File: src/rtl/adder2_32bit_adder_if.sv
// Operand/result bundle for the 32-bit CLA adder.
// Slave side is the adder; master side drives operands and consumes results.
interface adder2_32bit_adder_if #(
    parameter int WIDTH = 32
);
    logic [WIDTH-1:0] a_in;
    logic [WIDTH-1:0] b_in;
    logic             in_valid;
    logic [WIDTH-1:0] sum;
    logic             carry_out;
    logic [WIDTH-1:0] sum_q;
    logic             carry_q;
    logic             overflow_q;
    logic             zero_q;
    logic             out_valid;

    modport master (
        output a_in, b_in, in_valid,
        input  sum, carry_out, sum_q, carry_q, overflow_q, zero_q, out_valid
    );

    modport slave (
        input  a_in, b_in, in_valid,
        output sum, carry_out, sum_q, carry_q, overflow_q, zero_q, out_valid
    );
endinterface

File: src/rtl/adder2_32bit_adder.sv
// Two-operand adder built from rippled 4-bit CLA groups, plus a status register stage.
// Latency: sum/carry_out 0 cycles, *_q 1 cycle; no backpressure, status holds when in_valid is low.
module adder2_32bit_adder #(
    parameter int WIDTH = 32
) (
    input  logic                 clk,
    input  logic                 rst_n,
    adder2_32bit_adder_if.slave  bus
);
    localparam int NGRP = WIDTH / 4;

    logic [NGRP:0]    grp_c;
    logic [WIDTH-1:0] sum_w;
    logic             overflow;

    assign grp_c[0] = 1'b0;

    for (genvar k = 0; k < NGRP; k++) begin : g_grp
        logic [3:0] g;
        logic [3:0] p;
        logic [4:0] c;

        assign g    = bus.a_in[4*k +: 4] & bus.b_in[4*k +: 4];
        assign p    = bus.a_in[4*k +: 4] ^ bus.b_in[4*k +: 4];
        assign c[0] = grp_c[k];
        assign c[1] = g[0] | (p[0] & c[0]);
        assign c[2] = g[1] | (p[1] & g[0]) | (p[1] & p[0] & c[0]);
        assign c[3] = g[2] | (p[2] & g[1]) | (p[2] & p[1] & g[0])
                    | (p[2] & p[1] & p[0] & c[0]);
        assign c[4] = g[3] | (p[3] & g[2]) | (p[3] & p[2] & g[1])
                    | (p[3] & p[2] & p[1] & g[0])
                    | (p[3] & p[2] & p[1] & p[0] & c[0]);

        assign sum_w[4*k +: 4] = p ^ c[3:0];
        assign grp_c[k+1]      = c[4];
    end

    assign bus.sum       = sum_w;
    assign bus.carry_out = grp_c[NGRP];

    // Same-sign operands producing an opposite-sign result is a signed overflow.
    assign overflow = (bus.a_in[WIDTH-1] == bus.b_in[WIDTH-1])
                   && (sum_w[WIDTH-1] != bus.a_in[WIDTH-1]);

    always_ff @(posedge clk or negedge rst_n) begin
        if (!rst_n) begin
            bus.sum_q      <= '0;
            bus.carry_q    <= 1'b0;
            bus.overflow_q <= 1'b0;
            bus.zero_q     <= 1'b0;
            bus.out_valid  <= 1'b0;
        end else begin
            bus.out_valid <= bus.in_valid;
            if (bus.in_valid) begin
                bus.sum_q      <= sum_w;
                bus.carry_q    <= grp_c[NGRP];
                bus.overflow_q <= overflow;
                bus.zero_q     <= (sum_w == '0);
            end
        end
    end
endmodule

File: src/flat_wrapper.sv
// flat-port wrapper written by rule: the top's interface ports become plain ports
module adder2_32bit_adder_flat 
#(
    parameter int WIDTH = 32
)
  (clk, rst_n, bus_a_in, bus_b_in, bus_in_valid, bus_sum, bus_carry_out, bus_sum_q, bus_carry_q, bus_overflow_q, bus_zero_q, bus_out_valid);
  adder2_32bit_adder_if #(.WIDTH(WIDTH)) bus_i ();
  input  logic clk;
  input  logic rst_n;
  input wire logic [$bits(bus_i.a_in)-1:0] bus_a_in;
  input wire logic [$bits(bus_i.b_in)-1:0] bus_b_in;
  input wire logic [$bits(bus_i.in_valid)-1:0] bus_in_valid;
  output wire logic [$bits(bus_i.sum)-1:0] bus_sum;
  output wire logic [$bits(bus_i.carry_out)-1:0] bus_carry_out;
  output wire logic [$bits(bus_i.sum_q)-1:0] bus_sum_q;
  output wire logic [$bits(bus_i.carry_q)-1:0] bus_carry_q;
  output wire logic [$bits(bus_i.overflow_q)-1:0] bus_overflow_q;
  output wire logic [$bits(bus_i.zero_q)-1:0] bus_zero_q;
  output wire logic [$bits(bus_i.out_valid)-1:0] bus_out_valid;
  assign bus_i.a_in = bus_a_in;
  assign bus_i.b_in = bus_b_in;
  assign bus_i.in_valid = bus_in_valid;
  assign bus_sum = bus_i.sum;
  assign bus_carry_out = bus_i.carry_out;
  assign bus_sum_q = bus_i.sum_q;
  assign bus_carry_q = bus_i.carry_q;
  assign bus_overflow_q = bus_i.overflow_q;
  assign bus_zero_q = bus_i.zero_q;
  assign bus_out_valid = bus_i.out_valid;
  adder2_32bit_adder #(.WIDTH(WIDTH)) u_core (.clk(clk), .rst_n(rst_n), .bus(bus_i));
endmodule
File: config.mk
export PLATFORM = sky130hd
export DESIGN_NAME = adder2_32bit_adder_flat
export DESIGN_NICKNAME = d
export VERILOG_FILES = /design/src/rtl/adder2_32bit_adder_if.sv /design/src/rtl/adder2_32bit_adder.sv /design/src/flat_wrapper.sv
export SDC_FILE = /design/constraint.sdc
export NUM_CORES = 1
export LEC_CHECK = 0
export ABC_AREA = 1
export CAP_MARGIN = 25
export CORE_ASPECT_RATIO = 0.9
export CORE_UTILIZATION = 45
export DETAILED_ROUTE_END_ITERATION = 16
export PLACE_DENSITY_LB_ADDON = 0.2
export SLEW_MARGIN = 20
export SYNTH_ARGS = -nofsm -noshare
export SYNTH_HDL_FRONTEND = slang
export SYNTH_SLANG_ARGS = --single-unit
export TNS_END_PERCENT = 30
File: constraint.sdc
create_clock -name clk -period 7.1 [get_ports clk]
set_input_delay 1.065 -clock clk [delete_from_list [all_inputs] [get_ports clk]]
set_output_delay 1.065 -clock clk [all_outputs]
set_load 0.05 [all_outputs]
After elaboration in Yosys (flattened, before gate mapping)
Index checks and enable logic that the tools add are counted.
{ "op_classes": {"n_eq_ne": 2, "n_bitwise": 221, "n_reduce_logical": 2} }
{ "op_table": {"columns": ["op", "n"], "rows": [
  ["$and 1x1->1", 121],
  ["$or 1x1->1", 76],
  ["$xor 4x4->4", 16],
  ["$and 4x4->4", 8],
  ["$logic_not 32->1", 1],
  ["$eq 1x1->1", 1],
  ["$logic_and 1x1->1", 1],
  ["$ne 1x1->1", 1]
]} }
{ "word_totals": {"register_bits": 36, "elab_cells": 230} }

Depth between registers and ports, before layout
Gate-level depths: netlist of the first run.
{ "logic_depth": {"ltp_word": 22, "ltp_mapped": 31, "ltp_nobuf": 31} }

Worst setup path before layout of the first run
OpenSTA, ideal clock, no wires.
{ "synth_timing": {"path_kind": "in2out", "start": "in bus_b_in[3]", "end": "out bus_sum[25]", "arrival_time_ns": 3.603, "slack_ns": 2.432, "stages": 16, "path_buffers": 0, "path_cell_list": "ha_1 > or2_0 > nand2_1 > nand2_2 > nand2_2 > nand2_4 > nand2_2 > nand2_4 > nand2_4 > nand2_4 > nand2_2 > nand2_4 > nand2_2 > nand2_4 > fa_1 > xor2_1"} }
{ "synth_between": {"elab_chain_len": 18, "elab_cells_between_ends": 23, "classes_between": "23 x bitwise"} }
{ "synth_rtl": {"columns": ["element", "line_no", "source"], "rows": [
  ["start, declared", "flat_wrapper.sv:11", "input wire logic [$bits(bus_i.b_in)-1:0] bus_b_in;"],
  ["$xor 4x4->4", "adder2_32bit_adder.sv:24", "assign p = bus.a_in[4*k +: 4] ^ bus.b_in[4*k +: 4];"],
  ["$and 1x1->1, on equally long branches", "adder2_32bit_adder.sv:30, adder2_32bit_adder.sv:31", null],
  ["$or 1x1->1, or another cell as far along", "adder2_32bit_adder.sv:30", "assign c[4] = g[3] | (p[3] & g[2]) | (p[3] & p[2] & g[1])"],
  ["$or 1x1->1 or $and 1x1->1 (tied branches)", "adder2_32bit_adder.sv:30, adder2_32bit_adder.sv:31", null],
  ["$or 1x1->1 *", "adder2_32bit_adder.sv:31", "| (p[3] & p[2] & p[1] & g[0])"],
  ["$and 1x1->1 *", "adder2_32bit_adder.sv:32", "| (p[3] & p[2] & p[1] & p[0] & c[0]);"],
  ["$or 1x1->1 *", "adder2_32bit_adder.sv:32", null],
  ["$and 1x1->1 *", "adder2_32bit_adder.sv:32", null],
  ["[2 not listed]", null, null],
  ["$or 1x1->1 *", "adder2_32bit_adder.sv:32", null],
  ["$and 1x1->1 *", "adder2_32bit_adder.sv:32", null],
  ["$or 1x1->1 *", "adder2_32bit_adder.sv:32", null],
  ["$and 1x1->1 *", "adder2_32bit_adder.sv:32", null],
  ["$or 1x1->1 *", "adder2_32bit_adder.sv:32", null],
  ["$and 1x1->1 *", "adder2_32bit_adder.sv:26", "assign c[1] = g[0] | (p[0] & c[0]);"],
  ["$or 1x1->1 *", "adder2_32bit_adder.sv:26", null],
  ["$xor 4x4->4 *", "adder2_32bit_adder.sv:34", "assign sum_w[4*k +: 4] = p ^ c[3:0];"],
  ["end, declared", "flat_wrapper.sv:13", "output wire logic [$bits(bus_i.sum)-1:0] bus_sum;"]
]} }
Mark *: on every way between the ends. The rest lies on a longest branch, timed or not.

Worst setup path in the final report of the first run
{ "layout_timing": {"start": "in bus_b_in[3]", "end": "out bus_sum[29]"} }
{ "layout_between": {"elab_chain_len": 20, "elab_cells_between_ends": 25, "classes_between": "25 x bitwise"} }
{ "layout_rtl": {"columns": ["element", "line_no"], "rows": [
  ["$xor 4x4->4", "adder2_32bit_adder.sv:24"],
  ["$and 1x1->1, on equally long branches", "adder2_32bit_adder.sv:30, adder2_32bit_adder.sv:31"],
  ["$or 1x1->1, or another cell as far along", "adder2_32bit_adder.sv:30"],
  ["$or 1x1->1 or $and 1x1->1 (tied branches)", "adder2_32bit_adder.sv:30, adder2_32bit_adder.sv:31"],
  ["$or 1x1->1 *", "adder2_32bit_adder.sv:31"],
  ["$and 1x1->1 *", "adder2_32bit_adder.sv:32"],
  ["$or 1x1->1 *", "adder2_32bit_adder.sv:32"],
  ["$and 1x1->1 *", "adder2_32bit_adder.sv:32"],
  ["[4 not listed]", null],
  ["$or 1x1->1 *", "adder2_32bit_adder.sv:32"],
  ["$and 1x1->1 *", "adder2_32bit_adder.sv:32"],
  ["$or 1x1->1 *", "adder2_32bit_adder.sv:32"],
  ["$and 1x1->1 *", "adder2_32bit_adder.sv:32"],
  ["$or 1x1->1 *", "adder2_32bit_adder.sv:32"],
  ["$and 1x1->1 *", "adder2_32bit_adder.sv:26"],
  ["$or 1x1->1 *", "adder2_32bit_adder.sv:26"],
  ["$xor 4x4->4 *", "adder2_32bit_adder.sv:34"]
]} }
Marked as above.

==> summary.txt, run 1 <==
Clock tree
  • Post-CTS Setup Inserts: 0
  • Worst-case clock buffer depth: 2
  • # H-tree levels: 2
  • # hold bufs at CTS: 0
  • Clock Pin Slew Worst Setup and Hold Paths: 0.07 ns
  • Worst-Skew Late Latency: 0.28 ns
  • CTS buffer count: 5
  • CTS sink count: 36
  • CTS tree: yes
  • Post-CTS sizing: 0
  • Clk root buf: clkbuf_8

Hold path
  • Worst hold path stage count: 2
  • Worst hold start: u_core.bus.sum_q[16]
  • Hold Path End: u_core.bus.sum_q[16]
  • Worst hold path class: reg -> reg

Logic synthesis
  • Cell variety after synth: 26
  • Post-Syn Area per Cell: 7.715 um2
  • #FFs+latches synth: 36
  • Mapped Cells: 368
  • Syn nets: 475
  • Mapped Area: 2839 um2
  • Warnings from Yosys: 0
  • Sequential area share after synthesis: 0.3173

STA
  • Final slew viol count: 0
  • Max Freq: 182.1 MHz
  • Final setup violation count: 0
  • Max Clock Skew: 0 ns
  • Final worst-path cycle share: 0.7737
  • RSZ-0062 raised after global routing: false
  • Worst Max-Slew Pin Slew: 0.7947 ns
  • Setup_tns: 0 ns
  • Final hold violations: 0
  • Hold slack final: 0.4721 ns
  • Tmin final: 5.493 ns
  • Setup WS post-layout: 1.607 ns
  • Slew headroom: 0.4702

Placed design
  • IO Port Bufs: 135
  • Pre-CTS setup slack: 1.579 ns
  • Inst Count DP: 585
  • Gp weighted congestion: 0.8277
  • HPWL Detailed: 6374 um
  • Area of placed instances: 4303 um2

Drt
  • Drt drc: 0
  • DR iter-0 viols: 87
  • Total number of vias: 2947
  • Routed wire per std cell: 12.83 um
  • Drt pass-1 iters: 4
  • Post-DR vias/cell: 4.970
  • Antenna-violating nets left: 0
  • WL final: 7610 um

Worst setup path
  • End of the worst register-to-register path: u_core.bus.sum_q[21]
  • Arr. time, crit path: 4.43 ns
  • Critical Path Fanout Max: 4
  • Worst setup EP type: primary output
  • CP required: 6.03 ns
  • R2R Path Start: u_core.bus.sum_q[21]
  • Worst reg-to-reg path cell count: 2
  • Critical Path Source: bus_b_in[3]
  • Critical path class: in -> out
  • CP Launch Type: input port
  • Flop2flop setup slack: 6.40 ns

Finish
  • Sequential cell area: 900.9 um2
  • Area occupied by multi-input gates: 1765 um2
  • Total inserted antenna cells: 0
  • Commonest non-fill, non-tap cells in the layout: 134 x clkdlybuf4s50_1, 105 x nand2_1, 39 x inv_1
  • Final Cell Area: 4429 um2
  • Fraction of layout cells with a size suffix above 1: 0.05731
  • Leading cell type in the layout, fill and taps excluded: clkdlybuf4s50_1
  • Area growth syn-to-layout: 56.02%
  • Final nets: 612
  • Final non-filler cell total: 593
  • Final Util: 0.7244
  • Number of fill cells: 483

Floorplan
  • Core area: 6115 um2
  • Width of the chip: 85.73 um
  • Initial Util: 0.4643
  • Die ar.: 6631 um2
  • Die height: 77.35 um
  • Ports: 136
  • Site Rows: 27

Run status
  • Outcome: finished clean

Power
  • Maximum VDD drop: 0.1324 mV
  • Leakage: 2.149 nW
  • Overall power: 1.091 mW
  • PD cells: 246.3 nW/um2

Global routing
  • Antenna violations before repair: 0
  • Vias in the first global route: 2920
  • First-pass GRT wire length: 12620 um
  • Pin count of the biggest net entering global routing: 37
  • Congestion Overflow GR: 0
  • Gr usage total: 0.2386

Flow run
  • Max cap viols: 0
[layer usage]
metal,up-vias,GRT usage,part of all wire
met2,106,0.4448,0.51
met4,0,0.05833,0.015
met5,-,0,0
li1,1472,-,-
met3,11,0.06170,0.075
met1,1358,0.2696,0.40
[worst max-delay path, stage by stage]
cell and delay, ns:
clkdlybuf4s50_1 0.40, ha_1 0.33, or2_0 0.23, nand2_1 0.08
nand2_2 0.07, nand2_2 0.08, nand2_4 0.07, nand2_2 0.08
nand2_4 0.07, nand2_4 0.07, nand2_4 0.05, nand2_2 0.08
nand2_4 0.06, nand2_2 0.08, nand2_4 0.07, nand2_4 0.07
nand2_4 0.06, fa_1 0.39, xnor2_1 0.15, inv_1 0.06
clkdlybuf4s50_1 0.79
[Yosys cell counts, drive strengths merged]
cell type | instances | area (um2)
a21o | 1 | 7.510
a21oi | 11 | 55.05
a31oi | 9 | 56.30
and3 | 1 | 6.260
clkbuf | 7 | 26.28
dfrtp | 36 | 900.9
fa | 8 | 160.2
ha | 32 | 400.4
inv | 39 | 146.4
nand2 | 122 | 540.5
nand3 | 21 | 110.1
nand3b | 3 | 22.52
nand4 | 7 | 43.79
nor2 | 35 | 131.4
nor3 | 5 | 25.02
o21a | 1 | 7.510
o21ai | 15 | 75.07
o21bai | 2 | 15.01
or2 | 1 | 6.260
or3 | 1 | 6.260
xnor2 | 7 | 61.31
xor2 | 4 | 35.03
[area by class of cell]
| class | instances | area share |
|---|---|---|
| Multi-Input combinational cell | 286 | 0.3986 |
| Timing Repair Buffer | 137 | 0.3119 |
| Clock buffer | 7 | 0.02175 |
| Sequential cell | 36 | 0.2034 |
| Tap cell | 87 | 0.02458 |
| Clock inverter | 1 | 0.006780 |
| Inverter | 39 | 0.03305 |
[registers in the layout, indices dropped and copies added (netlist names)]
name	cells
u_core.bus.carry_q	1
u_core.bus.out_valid	1
u_core.bus.overflow_q	1
u_core.bus.sum_q	32
u_core.bus.zero_q	1
[worst max-delay path by stage]
stage                  endpoint  slack, ns
global route        bus_sum[29]       1.40
CTS                 bus_sum[29]       1.58
finish              bus_sum[29]       1.61
global placement    bus_sum[29]       1.68
detailed placement  bus_sum[29]       1.58
floorplan           bus_sum[25]       2.43
[power by group]
group / switching (mW) / leakage, nW / internal, mW
clock: 0.0707 / 0.0645 / 0.124
combinational: 0.419 / 1.65 / 0.219
sequential: 0.0192 / 0.432 / 0.239
[logic make-up (layout without fill, tap and decap cells)]
family | count (synthesis) | count (layout) | synth area share
AOI/OAI and AO/OA | 39 | 39 | 0.07624
buffers and inverters | 46 | 184 | 0.06082
xor gates and xnor gates | 11 | 11 | 0.03393
and+or+nand+nor | 196 | 196 | 0.3142
DFF | 36 | 36 | 0.3173
adders and majority gates | 40 | 40 | 0.1974
Note: power is estimated with default switching activity, not from simulation.
==> inputs of run 2 (changes only) <==
- CORE_UTILIZATION: 45 -> 42
- clock period: 7.1 -> 5.65 ns (I/O delays scaled with it)
==> run 2 against run 1 <==
- design area fell by 1.3%
- critical path type unchanged
- clock-buffer cell count fell by 1
- clock power decreased by 12%
- largest cell class unchanged
- register-to-register slack worse by 1.4 ns
- critical endpoint unchanged
- highest routed layer unchanged
- largest power group unchanged
- first-iteration DRC count decreased by 24%
- via count shrank 2.7%
- critical path depth is the same
==> summary.txt, run 2 (same netlist as run 1, synthesis figures left out) <==
Clock tree
  • Post-CTS sizing: 0
  • # hold bufs at CTS: 0
  • Clk root buf: clkbuf_8
  • CTS buffer count: 5
  • CTS tree: yes
  • Post-CTS Setup Inserts: 0
  • Worst-case clock buffer depth: 2
  • # H-tree levels: 2
  • Worst-Skew Late Latency: 0.28 ns
  • Clock Pin Slew Worst Setup and Hold Paths: 0.07 ns
  • CTS sink count: 36

Worst setup path
  • Critical Path Source: bus_b_in[3]
  • End of the worst register-to-register path: u_core.bus.sum_q[27]
  • Crit path to: bus_sum[29]
  • CP max stage cell: clkdlybuf4s50_1
  • Worst setup EP type: primary output
  • Flop2flop setup slack: 4.96 ns
  • CP max stage delay: 0.79 ns
  • Worst reg-to-reg path cell count: 2
  • Critical Path Fanout Max: 4
  • Most frequent cell on the critical path: nand2_4
  • WP depth: 21
  • CP Cell Sequence: clkdlybuf4s50_1 > ha_1 > or2_0 > nand2_1 > nand2_2 > nand2_2 > nand2_4 > nand2_2 > nand2_4 > nand2_4 > nand2_4 > nand2_2 > nand2_4 > nand2_2 > nand2_4 > nand2_4 > nand2_4 > fa_1 > xnor2_1 > inv_1 > clkdlybuf4s50_1
  • Worst Path Buf+Inv: 3
  • CP Launch Type: input port
  • Critical path class: in -> out
  • CP delay by family, top: buffers and inverters
  • R2R Path Start: u_core.bus.sum_q[27]
  • CP required: 4.80 ns
  • Arr. time, crit path: 4.21 ns

Global routing
  • Antenna violations before repair: 0
  • Congestion Overflow GR: 0
  • Pin count of the biggest net entering global routing: 37
  • Vias in the first global route: 2728
  • Gr usage total: 0.2213
  • First-pass GRT wire length: 12140 um

Drt
  • Antenna-violating nets left: 0
  • Drt drc: 0
  • DR iter-0 viols: 66
  • Routed wire per std cell: 12.62 um
  • Drt pass-1 iters: 4
  • WL final: 7507 um
  • Total number of vias: 2868
  • Post-DR vias/cell: 4.820

Floorplan
  • Die ar.: 7093 um2
  • Initial Util: 0.4333
  • Die height: 80.00 um
  • Site Rows: 28
  • Width of the chip: 88.67 um
  • Core area: 6551 um2
  • Ports: 136

STA
  • Final hold violations: 0
  • Final slew viol count: 0
  • Slew headroom: 0.4550
  • Max Clock Skew: 0 ns
  • Worst Max-Slew Pin Slew: 0.8175 ns
  • RSZ-0062 raised after global routing: false
  • Setup WS post-layout: 0.5943 ns
  • Max Freq: 197.8 MHz
  • Final worst-path cycle share: 0.8948
  • Tmin final: 5.056 ns
  • Final setup violation count: 0
  • Setup_tns: 0 ns

Finish
  • Final Cell Area: 4372 um2
  • Number of flip-flops in the largest register: 32
  • Fraction of layout cells with a size suffix above 1: 0.05347
  • Area growth syn-to-layout: 53.99%
  • Commonest non-fill, non-tap cells in the layout: 134 x clkdlybuf4s50_1, 105 x nand2_1, 39 x inv_1
  • Top reg by flops: u_core.bus.sum_q
  • Final nets: 612
  • Leading cell type in the layout, fill and taps excluded: clkdlybuf4s50_1
  • Total inserted antenna cells: 0
  • Number of fill cells: 592

Run status
  • Outcome: finished clean

Placed design
  • Gp weighted congestion: 0.8761
  • IO Port Bufs: 135
  • Area of placed instances: 4294 um2
  • HPWL Detailed: 6254 um
  • Pre-CTS setup slack: 0.5865 ns

Power
  • PD cells: 295.7 nW/um2
  • Maximum VDD drop: 0.1724 mV
  • Leakage: 2.120 nW

Hold path
  • Worst hold path class: reg -> reg

Flow run
  • Max cap viols: 0
==> run 2: layout make-up <==
cell class                      instances  area [um2]  area share
Clock buffer                            6       72.57     0.01660
Clock inverter                          1       5.005    0.001145
Inverter                               39       146.4     0.03349
Multi-Input combinational cell        286        1765      0.4038
Sequential cell                        36       900.9      0.2061
Tap cell                               90       112.6     0.02576
Timing Repair Buffer                  137        1369      0.3131
==> run 2: worst register-to-register path: cells and delay by family (launching register included) <==
family | cells | cell delay, ns
DFF | 1 | 0.39
AOI/OAI and AO/OA | 1 | 0.06
and+or+nand+nor | 1 | 0.09
==> run 2: power breakdown <==
part / total, mW / internal (mW) / leakage [nW] / switching [mW]
Clock: 0.171 / 0.0838 / 0.0410 / 0.0874
Sequential: 0.324 / 0.301 / 0.432 / 0.0234
Combinational: 0.797 / 0.274 / 1.65 / 0.523
==> run 2: worst min-delay path by stage <==
stage	start	to	slack (ns)	depth (start not counted)
floorplan	rst_n	u_core.bus.carry_q	0.55	0
global placement	u_core.bus.sum_q[20]	u_core.bus.sum_q[20]	0.45	2
detailed placement	u_core.bus.sum_q[16]	u_core.bus.sum_q[16]	0.46	2
CTS	u_core.bus.sum_q[16]	u_core.bus.sum_q[16]	0.48	2
global route	u_core.bus.sum_q[16]	u_core.bus.sum_q[16]	0.49	2
finish	u_core.bus.sum_q[16]	u_core.bus.sum_q[16]	0.47	2
==> run 2: metal layers <==
metal / vias up / track usage / routed length [um] / share of wire
met5: - / 0 / 0 / 0
met1: 1305 / 0.2685 / 3286 / 0.44
met2: 90 / 0.3915 / 3654 / 0.49
met3: 4 / 0.05791 / 529 / 0.070
li1: 1469 / - / - / -
met4: 0 / 0.04516 / 36 / 0.0048
==> run 2: through the flow <==
stage	hold WS, ns	instances	util	power, mW
floorplan	0.5519	368	-	0.8482
global placement	0.4544	587	0.6532	1.118
detailed placement	0.4620	588	0.6555	1.128
CTS	0.4781	595	0.6673	1.303
global route	0.4868	595	0.6673	1.369
finish	0.4746	595	0.6673	1.293
